## src/rtl/alu_writeback_stage.sv

```systemverilog
// ---------------------------------------------------------------------------
// alu_writeback_stage
//   Conditional-execution and writeback stage behind the ALU. Each accepted
//   op has its condition code evaluated against the architectural NZCV
//   register. A flag-setting op that passes updates NZCV on the accepting
//   edge. The op is then queued for the register file with We = pass.
//   Condition-failed ops are counted by a saturating counter.
//
// Ports
//   Clk, Rst_n         clock, asynchronous active-low reset
//   In_Valid/In_Ready  op handshake (In_Ready depends on queue occupancy only)
//   Result, Rd         ALU result and destination register
//   New_Flag, S, Cond  ALU-computed NZCV, flag-setting bit, condition code
//   Flag               architectural NZCV, fed back to the ALU
//   Out_Valid/Out_Ready head-of-queue handshake to the register file
//   Out_Result/Out_Rd/Out_We  head entry (zero when the queue is empty)
//   Fail_Cnt           saturating count of condition-failed ops
// ---------------------------------------------------------------------------
module alu_writeback_stage #(
  parameter int unsigned WIDTH = 32,
  parameter int unsigned DEPTH = 2
) (
  input  logic             Clk,
  input  logic             Rst_n,
  input  logic             In_Valid,
  output logic             In_Ready,
  input  logic [WIDTH-1:0] Result,
  input  logic [3:0]       New_Flag,
  input  logic             S,
  input  logic [3:0]       Cond,
  input  logic [3:0]       Rd,
  output logic [3:0]       Flag,
  output logic             Out_Valid,
  input  logic             Out_Ready,
  output logic [WIDTH-1:0] Out_Result,
  output logic [3:0]       Out_Rd,
  output logic             Out_We,
  output logic [15:0]      Fail_Cnt
);

  localparam int unsigned AW = (DEPTH > 1) ? $clog2(DEPTH) : 1;
  localparam int unsigned CW = $clog2(DEPTH + 1);

  typedef enum logic [3:0] {
    COND_EQ = 4'h0, COND_NE = 4'h1, COND_CS = 4'h2, COND_CC = 4'h3,
    COND_MI = 4'h4, COND_PL = 4'h5, COND_VS = 4'h6, COND_VC = 4'h7,
    COND_HI = 4'h8, COND_LS = 4'h9, COND_GE = 4'hA, COND_LT = 4'hB,
    COND_GT = 4'hC, COND_LE = 4'hD, COND_AL = 4'hE, COND_NV = 4'hF
  } cond_e;

  logic [3:0]    flag_q, flag_d;
  logic [15:0]   fail_q, fail_d;
  logic [AW-1:0] wr_ptr_q, wr_ptr_d;
  logic [AW-1:0] rd_ptr_q, rd_ptr_d;
  logic [CW-1:0] count_q, count_d;

  logic [WIDTH-1:0] res_mem_q [DEPTH];
  logic [3:0]       rd_mem_q  [DEPTH];
  logic             we_mem_q  [DEPTH];

  logic cond_pass;
  logic push, pop, head_valid;
  logic fn, fz, fc, fv;

  assign {fn, fz, fc, fv} = flag_q;

  always_comb begin
    cond_pass = 1'b0;
    unique case (cond_e'(Cond))
      COND_EQ: cond_pass = fz;
      COND_NE: cond_pass = !fz;
      COND_CS: cond_pass = fc;
      COND_CC: cond_pass = !fc;
      COND_MI: cond_pass = fn;
      COND_PL: cond_pass = !fn;
      COND_VS: cond_pass = fv;
      COND_VC: cond_pass = !fv;
      COND_HI: cond_pass = fc && !fz;
      COND_LS: cond_pass = !fc || fz;
      COND_GE: cond_pass = (fn == fv);
      COND_LT: cond_pass = (fn != fv);
      COND_GT: cond_pass = !fz && (fn == fv);
      COND_LE: cond_pass = fz || (fn != fv);
      COND_AL: cond_pass = 1'b1;
      COND_NV: cond_pass = 1'b0;
    endcase
  end

  assign head_valid = (count_q != '0);
  assign In_Ready   = (count_q < CW'(DEPTH));
  assign push       = In_Valid && In_Ready;
  assign pop        = head_valid && Out_Ready;

  always_comb begin
    flag_d   = flag_q;
    fail_d   = fail_q;
    wr_ptr_d = wr_ptr_q;
    rd_ptr_d = rd_ptr_q;
    count_d  = count_q;

    if (push) begin
      wr_ptr_d = wr_ptr_q + AW'(1);
      if (cond_pass && S) begin
        flag_d = New_Flag;
      end
      if (!cond_pass && (fail_q != '1)) begin
        fail_d = fail_q + 16'd1;
      end
    end
    if (pop) begin
      rd_ptr_d = rd_ptr_q + AW'(1);
    end

    unique case ({push, pop})
      2'b10:   count_d = count_q + CW'(1);
      2'b01:   count_d = count_q - CW'(1);
      default: count_d = count_q;
    endcase
  end

  always_ff @(posedge Clk or negedge Rst_n) begin
    if (!Rst_n) begin
      flag_q   <= '0;
      fail_q   <= '0;
      wr_ptr_q <= '0;
      rd_ptr_q <= '0;
      count_q  <= '0;
    end else begin
      flag_q   <= flag_d;
      fail_q   <= fail_d;
      wr_ptr_q <= wr_ptr_d;
      rd_ptr_q <= rd_ptr_d;
      count_q  <= count_d;
    end
  end

  // Storage is not reset: entries are only observable through count_q,
  // and the outputs are forced to zero while the queue is empty.
  always_ff @(posedge Clk) begin
    if (push) begin
      res_mem_q[wr_ptr_q] <= Result;
      rd_mem_q[wr_ptr_q]  <= Rd;
      we_mem_q[wr_ptr_q]  <= cond_pass;
    end
  end

  assign Flag       = flag_q;
  assign Fail_Cnt   = fail_q;
  assign Out_Valid  = head_valid;
  assign Out_Result = head_valid ? res_mem_q[rd_ptr_q] : '0;
  assign Out_Rd     = head_valid ? rd_mem_q[rd_ptr_q]  : '0;
  assign Out_We     = head_valid ? we_mem_q[rd_ptr_q]  : 1'b0;

endmodule
```

## config.mk

```make
export PLATFORM = sky130hd
export DESIGN_NAME = alu_writeback_stage
export DESIGN_NICKNAME = d
export VERILOG_FILES = /design/src/rtl/alu_writeback_stage.sv
export SDC_FILE = /design/constraint.sdc
export NUM_CORES = 1
export LEC_CHECK = 0
export CORE_ASPECT_RATIO = 2
export CORE_MARGIN = 1.5
export CORE_UTILIZATION = 52
export CTS_BUF_LIST = sky130_fd_sc_hd__clkbuf_4 sky130_fd_sc_hd__clkbuf_8
export CTS_CLUSTER_DIAMETER = 120
export DETAILED_ROUTE_END_ITERATION = 8
export PLACE_DENSITY_LB_ADDON = 0.25
export SLEW_MARGIN = 20
export SYNTH_ARGS = -nofsm -noshare
export SYNTH_HDL_FRONTEND = slang
export SYNTH_SLANG_ARGS = --single-unit
```

## constraint.sdc

```tcl
create_clock -name Clk -period 5.92 [get_ports Clk]
set_input_delay 1.776 -clock Clk [delete_from_list [all_inputs] [get_ports Clk]]
set_output_delay 1.776 -clock Clk [all_outputs]
set_load 0.005 [all_outputs]
```

==> impl_metrics.yaml, run 1 <==
detailed_routing:
  firstDrtPassIters: 4
  vias_per_cell: 5.19
  ant_nets: 0
  drt_iter0_markers: 110
  wl_per_cell_um: 15.9
  vias: 2425
  routed_wl_mm: 7.44
  drcViolationCount: 0
worst_setup_path:
  r2r-start: "count_q[0]$_DFFE_PN0P_"
  worst_path_max_delay_cell: "nor2_4"
  cp_cell_sequence: "nor2_4 > nor2_1 > clkdlybuf4s50_1"
  worstPathMaxFanout: 38
  arrival_ns: 2.17
  crit_path_start_kind: "flip-flop"
  crit_buf_inv: 1
  rr_endpoint: "count_q[1]$_DFFE_PN0P_"
  end_kind: "primary output"
  rr_worst_depth: 6
  slowest_delay_ns: 0.71
  critical_path_class: "flip-flop to primary output"
  rrSetupSlack_ns: 3.73
  required_ns: 4.14
  cp_top_family: "simple AND/OR/NAND/NOR gates"
sta:
  fmax_mhz: 254
  hold_viol_final: 0
  period_needed_ns: 3.94
  setup_tns_ns: 0
  fin_ws_ns: 1.98
  timing.final.crit_share_pct: 66.6
  finClkSkew_ns: 0.00679
  rsz0062_at_grt: "false"
  worst_pin_slew_ns: 0.919
  slew_headroom_pct: 38.8
  slew_violations: 0
  setup_viol: 0
placement:
  pre_cts_ws_ns: 1.78
  portBuffers: 107
  gp_congestion: 0.729
  hpwl_mm: 5.07
clock_tree:
  clockBufferDepth: 2
  insertion_delay_ns: 0.34
  clock-sinks: 98
  cts_tree: "done"
  cts_setup_buffers: 0
  cts_buffers: 9
  htreeDepth: 3
  cts_resized: 0
  cts-root-buf: "clkbuf_8"
  holdBufCountCts: 0
  path_clk_slew_ns: 0.08
floorplan:
  row_count: 44
  fp.dieH_um: 127
  dieArea_um2: 8200
  initial_core_util_pct: 54.2
  pin_count: 108
  coreArea_um2: 7320
  die-width_um: 64.8
synth:
  seq_area_frac_synth_pct: 71.1
  ys_types: 31
  synth_top_family_by_area: "multiplexers"
  syn-cell-area_um2: 3970
  avgSynthCellArea_um2: 15.3
  synth_xor_area_share_pct: 4.85
  synthMuxAreaShare_pct: 12.0
  synthesis.nets: 311
  synth-compound-area-share_pct: 0.504
  ys_warn_count: 0
  synthSimpleGateAreaFrac_pct: 9.42
  synth.ff_latch_count: 98
  synth_fa_ha_area_share_pct: 0.630
  synth_cells: 260
status:
  outcome: "completed"
layout:
  drive_above_1_share_pct: 7.47
  layout_commonest_cell: "clkdlybuf4s50_1"
  nets: 421
  area_growth_pct: 34.0
  mostFrequentLayoutCells: "clkdlybuf4s50_1 (106), edfxtp_1 (74), nor2_1 (41)"
  diodes: 0
grt:
  grt_usage_pct: 19.3
  overflow: 0
  grt_pass1_wl_mm: 11.8
  grt_pass1_vias: 2536
  grt_max_degree: 39
  grt_antenna_before_repair: 0
power:
  p_leak_uw: 0.00199
  p_per_area_nw_per_um2: 419
  peakVddDrop_mv: 0.250
min_path:
  min_path_cells: 1
  hold_class: "flip-flop to flip-flop"
  min-delay-start: "Fail_Cnt[15]$_DFFE_PN0P_"
  min_to: "Fail_Cnt[15]$_DFFE_PN0P_"
job:
  maxCapViolCount: 0
[worst max path at each step]
stage	slack [ns]	depth (start not counted)	end	startpoint
global placement	1.79	6	Fail_Cnt[1]$_DFFE_PN0P_	Cond[1]
floorplan	1.72	3	rd_mem_q[0][0]$_DFFE_PP_	In_Valid
finish	1.98	3	Out_Result[28]	count_q[0]$_DFFE_PN0P_
CTS	1.74	3	Out_Rd[2]	rd_ptr_q$_DFFE_PN0P_
detailed placement	1.78	6	Fail_Cnt[1]$_DFFE_PN0P_	Cond[1]
global route	1.82	3	Out_Result[28]	count_q[0]$_DFFE_PN0P_
[state kept, by name (all words and copies together) (netlist names)]
signal and cells:
res_mem_q 64, rd_ptr_q 1, wr_ptr_q 1, rd_mem_q 8, count_q 2, we_mem_q 2
Fail_Cnt 16, Flag 4
[cell type report]
| class | count | area (µm²) |
|---|---|---|
| multi-input cells | 148 | 1100 |
| clock inverters | 6 | 33.8 |
| clock buffers | 10 | 131 |
| inverters | 5 | 18.8 |
| fillers | 515 | 2000 |
| well taps | 92 | 115 |
| repair buffers | 108 | 1090 |
| flip-flops and latches | 98 | 2830 |
[cell families (layout without fill, tap and decap cells)]
logic type / Yosys count / in the layout
xor gates and xnor gates: 22 / 22
buffers and inverters: 14 / 129
and+or+nand+nor: 78 / 78
adders and majority gates: 2 / 2
DFF: 98 / 98
muxes: 44 / 44
AOI/OAI and AO/OA: 2 / 2
[synthesized netlist by cell type]
cell type  number  area share [%]
dfrtp_1        24              15
xnor2_1        19             4.2
nor3b_1         1            0.19
clkbuf_1        3            0.28
o311ai_0        1            0.22
buf_2           1            0.13
and4_1          2            0.44
and2b_1         1            0.19
nor2b_1         1            0.16
nand3_1         4            0.50
edfxtp_1       74              56
mux2_2          5             1.4
and3_1          4            0.63
mux2i_1        37             9.3
nand2b_1        1            0.16
nand3b_1        1            0.19
buf_1           4            0.38
nand4b_1        1            0.22
and2_1          3            0.47
nor3_1          1            0.13
buf_6           1            0.28
xor2_1          3            0.66
nand3_2         1            0.25
nor2_1         43             4.1
nand4_1         8             1.3
mux2i_4         1            0.57
o32a_2          1            0.28
inv_1           5            0.47
ha_1            2            0.63
mux4_1          1            0.66
nand2_1         6            0.57
[power breakdown]
part	leakage (µW)	total, µW	internal (µW)	switching, µW
Clock	0.0000845	360	154	206
Combinational	0.000917	840	513	327
Sequential	0.000989	1030	895	136
[worst register-to-register path, delay by kind of cell (launching register included)]
family | cells | cell delay [ns]
AND/OR/NAND/NOR | 3 | 1.09
flip-flops | 1 | 0.45
adder cells (fa/ha/maj) | 1 | 0.31
buffers and inverters | 1 | 0.16
XOR/XNOR | 1 | 0.13
[through the flow]
stage	area, µm²	utilization [%]	total power (µW)	hold WS [ns]	std cells
2_1_floorplan	3970	-	1410	0.456	260
3_3_place_gp	5130	70.1	1870	0.489	450
3_5_place_dp	5130	70.0	1890	0.485	450
4_1_cts	5290	72.3	2250	0.504	466
5_1_grt	5320	72.7	2360	0.531	467
6_report	5320	72.7	2230	0.501	467
[metal layers]
metal / part of all wire [%] / GRT usage, % / vias to the layer above
met1: 35 / 20.3 / 1158
met3: 4.2 / 4.34 / 22
li1: - / - / 1163
met5: 0 / 0 / -
met2: 57 / 34.6 / 82
met4: 3.6 / 10.9 / 0
Power figures use the tool's default switching activity.
==> run 2: changes to the inputs <==
CORE_UTILIZATION = 45   (was 52)
clock period = 3.3 ns   (was 5.92 ns; I/O delays follow)
==> run 2 against run 1 <==
  * First-iteration DRC count is 12% higher
  * Die area increased by 15%
  * Register-to-register slack worse by 2.5 ns
  * Routed wire length rose by 2.2%
  * Via count fell by 0.58%
  * Hold slack lost 0.0012 ns
==> impl_metrics.yaml, run 2 (synthesized netlist as in run 1, its figures left out) <==
status:
  outcome: "completed"
grt:
  grt_max_degree: 38
  grt_pass1_wl_mm: 11.9
  grt_antenna_before_repair: 0
  grt_pass1_vias: 2425
  grt_usage_pct: 16.7
  overflow: 0
worst_setup_path:
  cp_top_family: "buffers and inverters"
  rrSetupSlack_ns: 1.27
  end_kind: "primary output"
  cp_cell_sequence: "nor2_4 > buf_4 > nor2_1 > clkdlybuf4s50_1"
  crit_path_start_kind: "flip-flop"
  critical_path_class: "flip-flop to primary output"
  rr_worst_depth: 7
  arrival_ns: 2.03
  r2r-start: "Flag[1]$_DFFE_PN0P_"
  rr_endpoint: "Fail_Cnt[12]$_DFFE_PN0P_"
  worst_path_max_delay_cell: "nor2_4"
  required_ns: 2.31
  slowest_delay_ns: 0.47
  path_depth: 4
  crit_buf_inv: 2
  worstPathMaxFanout: 21
sta:
  fmax_mhz: 331
  worst_pin_slew_ns: 0.542
  finClkSkew_ns: 0.00756
  setup_viol: 0
  hold_viol_final: 0
  slew_headroom_pct: 63.8
  period_needed_ns: 3.02
  rsz0062_at_grt: "false"
  slew_violations: 0
  timing.final.crit_share_pct: 91.6
  setup_tns_ns: 0
clock_tree:
  insertion_delay_ns: 0.36
  cts_setup_buffers: 0
  holdBufCountCts: 0
  clock-sinks: 98
  htreeDepth: 3
  clockBufferDepth: 2
  path_clk_slew_ns: 0.08
  cts-root-buf: "clkbuf_8"
  cts_tree: "done"
  cts_resized: 0
  cts_buffers: 9
detailed_routing:
  routed_wl_mm: 7.60
  wl_per_cell_um: 15.8
  vias_per_cell: 5.02
  drt_iter0_markers: 123
  drcViolationCount: 0
  ant_nets: 0
  firstDrtPassIters: 4
  vias: 2411
placement:
  portBuffers: 107
  gp_congestion: 0.744
  hpwl_mm: 5.42
layout:
  drive_above_1_share_pct: 8.68
  mostFrequentLayoutCells: "clkdlybuf4s50_1 (107), edfxtp_1 (74), nor2_1 (41)"
  final_util_pct: 63.3
  layout_commonest_cell: "clkdlybuf4s50_1"
  diodes: 0
  nets: 427
  area_growth_pct: 36.8
  largest_reg_flops: 64
  largest_register: "res_mem_q"
floorplan:
  row_count: 48
  initial_core_util_pct: 46.2
  coreArea_um2: 8590
  fp.dieH_um: 136
  die-width_um: 69.4
  dieArea_um2: 9430
  pin_count: 108
min_path:
  hold_class: "flip-flop to flip-flop"
  min_to: "Fail_Cnt[13]$_DFFE_PN0P_"
  min_path_cells: 1
  min-delay-start: "Fail_Cnt[13]$_DFFE_PN0P_"
power:
  peakVddDrop_mv: 0.498
  p_leak_uw: 0.00204
  p_per_area_nw_per_um2: 764
job:
  maxCapViolCount: 0
[run 2: changes by cell type in the layout (fill, tap and decap cells not counted), sizes merged]
cell | before | now
buf | 2 | 7
bufinv | 0 | 1
clkbuf | 10 | 12
clkdlybuf4s50 | 106 | 107
clkinv | 5 | 1
[run 2: worst max-delay path by stage]
stage	from	endpoint
floorplan	In_Valid	rd_mem_q[0][0]$_DFFE_PP_
global placement	Cond[1]	Fail_Cnt[4]$_DFFE_PN0P_
detailed placement	Cond[1]	Fail_Cnt[12]$_DFFE_PN0P_
CTS	count_q[0]$_DFFE_PN0P_	Out_Result[19]
global route	count_q[0]$_DFFE_PN0P_	Out_Result[1]
finish	count_q[0]$_DFFE_PN0P_	Out_Result[1]
[run 2: routing by layer]
| layer | track usage [%] | vias to the layer above | routed length, µm |
|---|---|---|---|
| li1 | - | 1174 | - |
| met1 | 17.7 | 1159 | 2870 |
| met2 | 31.0 | 71 | 4250 |
| met3 | 4.37 | 7 | 363 |
| met4 | 7.19 | 0 | 122 |
| met5 | 0 | - | 0 |
[run 2: where the power goes]
part	leakage, µW	switching, µW	total [µW]	internal, µW
sequential	0.000989	135	1740	1600
combinational	0.000955	697	1670	977
clock	0.0000944	368	738	370
[run 2: final cells by class]
class                      instances  area, µm²
fill                             688       3160
sequential                        98       2820
timing repair buffer             114       1170
multi-input combinational        148       1100
clock buffer                      12        146
tap                              100        125
clock inverter                     3       41.3
inverter                           5       18.8
[run 2: through the flow]
step | std cells | instance area (µm²) | power [µW] | hold WS, ns | setup slack (ns)
2_1_floorplan | 260 | 3970 | 2530 | 0.474 | 0.489
3_3_place_gp | 465 | 5250 | 3440 | 0.490 | 0.144
3_5_place_dp | 465 | 5250 | 3480 | 0.486 | 0.0729
4_1_cts | 480 | 5430 | 4210 | 0.507 | 0.206
5_1_grt | 480 | 5430 | 4390 | 0.519 | 0.0809
6_report | 480 | 5430 | 4150 | 0.500 | 0.279
==> run 3: changes to the inputs <==
CAP_MARGIN = 20   (was unset)
CORE_UTILIZATION = 52   (was 45)
clock period = 3.8 ns   (was 3.3 ns; I/O delays follow)
==> run 3 against run 2 <==
  * Combinational power shrank 16%
  * Via count grew 1.2%
  * Critical path depth is the same
  * Non-clock buffer count grew 1
  * Critical endpoint is now Out_Result[30]
  * Largest cell class unchanged
==> impl_metrics.yaml, run 3 (synthesized netlist as in run 1, its figures left out) <==
sta:
  hold_viol_final: 0
  rsz0062_at_grt: "false"
  period_needed_ns: 3.22
  holdWs_ns: 0.519
  slew_headroom_pct: 66.4
  timing.final.crit_share_pct: 84.8
  fmax_mhz: 310
  worst_pin_slew_ns: 0.493
  setup_tns_ns: 0
  setup_viol: 0
  finClkSkew_ns: 0.00587
  slew_violations: 0
layout:
  nets: 428
  layout_commonest_cell: "clkdlybuf4s50_1"
  stdcell_area_um2: 5400
  largest_reg_flops: 64
  mostFrequentLayoutCells: "clkdlybuf4s50_1 (107), edfxtp_1 (74), nor2_1 (41)"
  drive_above_1_share_pct: 9.42
  area_growth_pct: 36.1
  diodes: 0
  fill_cells: 498
  largest_register: "res_mem_q"
floorplan:
  fp.dieH_um: 127
  coreArea_um2: 7320
  die-width_um: 64.8
  initial_core_util_pct: 54.2
  pin_count: 108
  row_count: 44
  dieArea_um2: 8200
clock_tree:
  insertion_delay_ns: 0.34
  clockBufferDepth: 2
  cts_resized: 0
  clock-sinks: 98
  path_clk_slew_ns: 0.08
  cts_buffers: 9
  cts_tree: "done"
  cts-root-buf: "clkbuf_8"
  holdBufCountCts: 0
  cts_setup_buffers: 0
  htreeDepth: 3
placement:
  hpwl_mm: 5.40
  dpl_cell_area_um2: 5200
  portBuffers: 107
  gp_congestion: 0.724
detailed_routing:
  firstDrtPassIters: 4
  routed_wl_mm: 7.42
  vias_per_cell: 5.15
  drt_iter0_markers: 98
  vias: 2440
  wl_per_cell_um: 15.7
  drcViolationCount: 0
  ant_nets: 0
status:
  outcome: "completed"
min_path:
  hold_class: "flip-flop to flip-flop"
worst_setup_path:
  required_ns: 2.66
  critical_path_class: "flip-flop to primary output"
  end_kind: "primary output"
  crit_path_start_kind: "flip-flop"
  worstPathMaxFanout: 14
  arrival_ns: 2.08
grt:
  grt_pass1_wl_mm: 12.0
  grt_pass1_vias: 2511
  grt_max_degree: 25
  overflow: 0
  grt_usage_pct: 19.7
  grt_antenna_before_repair: 0
power:
  peakVddDrop_mv: 0.453
  power.total_uw: 3590
  p_leak_uw: 0.00204
  p_per_area_nw_per_um2: 664
job:
  maxCapViolCount: 0
-- run 3: changes by cell type in the layout (fill, tap and decap cells not counted) --
cell      delta
buf_4        +4
clkinv_1     -1
buf_12       -3
clkbuf_4     +2
-- run 3: critical path: stages, from the launching register on --
cell and delay (ns):
dfrtp_2 0.65, buf_4 0.34, mux2i_1 0.11, nor2_1 0.11
clkdlybuf4s50_1 0.53
-- run 3: power breakdown --
part           total [µW]  internal [µW]  switching, µW
Combinational        1400            826            572
Clock                 647            342            305
Sequential           1540           1390            150
Total                3590           2560           1030
-- run 3: layout make-up --
type / count / area [µm²] / area share [%]
flip-flops and latches: 98 / 2820 / 52.3
multi-input cells: 148 / 1100 / 20.4
well taps: 92 / 115 / 2.13
repair buffers: 115 / 1140 / 21.2
clock inverters: 2 / 37.5 / 0.695
clock buffers: 14 / 161 / 2.99
inverters: 5 / 18.8 / 0.347
-- run 3: path summary, 6_finish.rpt --
check,to,startpoint,cells after the start,slack [ns]
worst min-delay path,Fail_Cnt[15]$_DFFE_PN0P_,Fail_Cnt[15]$_DFFE_PN0P_,1,0.52
worst max register to register,Fail_Cnt[1]$_DFFE_PN0P_,Flag[1]$_DFFE_PN0P_,5,1.60
worst max-delay path,Out_Result[30],rd_ptr_q$_DFFE_PN0P_,4,0.58
worst min register to register,Fail_Cnt[15]$_DFFE_PN0P_,Fail_Cnt[15]$_DFFE_PN0P_,1,0.52
max in group asynchronous,rd_ptr_q$_DFFE_PN0P_,Rst_n,2,2.39
min in group asynchronous,Flag[3]$_DFFE_PN0P_,Rst_n,2,1.15
-- run 3: metal layers --
metal  wire [µm]  global-route usage (%)  vias to the layer above  part of all wire [%]
li1            -                       -                     1173                     -
met1        2740                    22.1                     1179                    37
met2        4170                    35.6                       75                    56
met3         331                    3.28                       13                   4.5
met4         182                    9.14                        0                   2.5
met5           0                       0                        -                     0
-- run 3: per-stage QoR --
step           setup slack, ns  utilization, %  instances
2_1_floorplan            0.234               -        260
3_3_place_gp             0.319            71.1        458
3_5_place_dp             0.277            71.1        458
4_1_cts                  0.524            73.8        474
5_1_grt                  0.458            73.8        474
6_report                 0.579            73.8        474
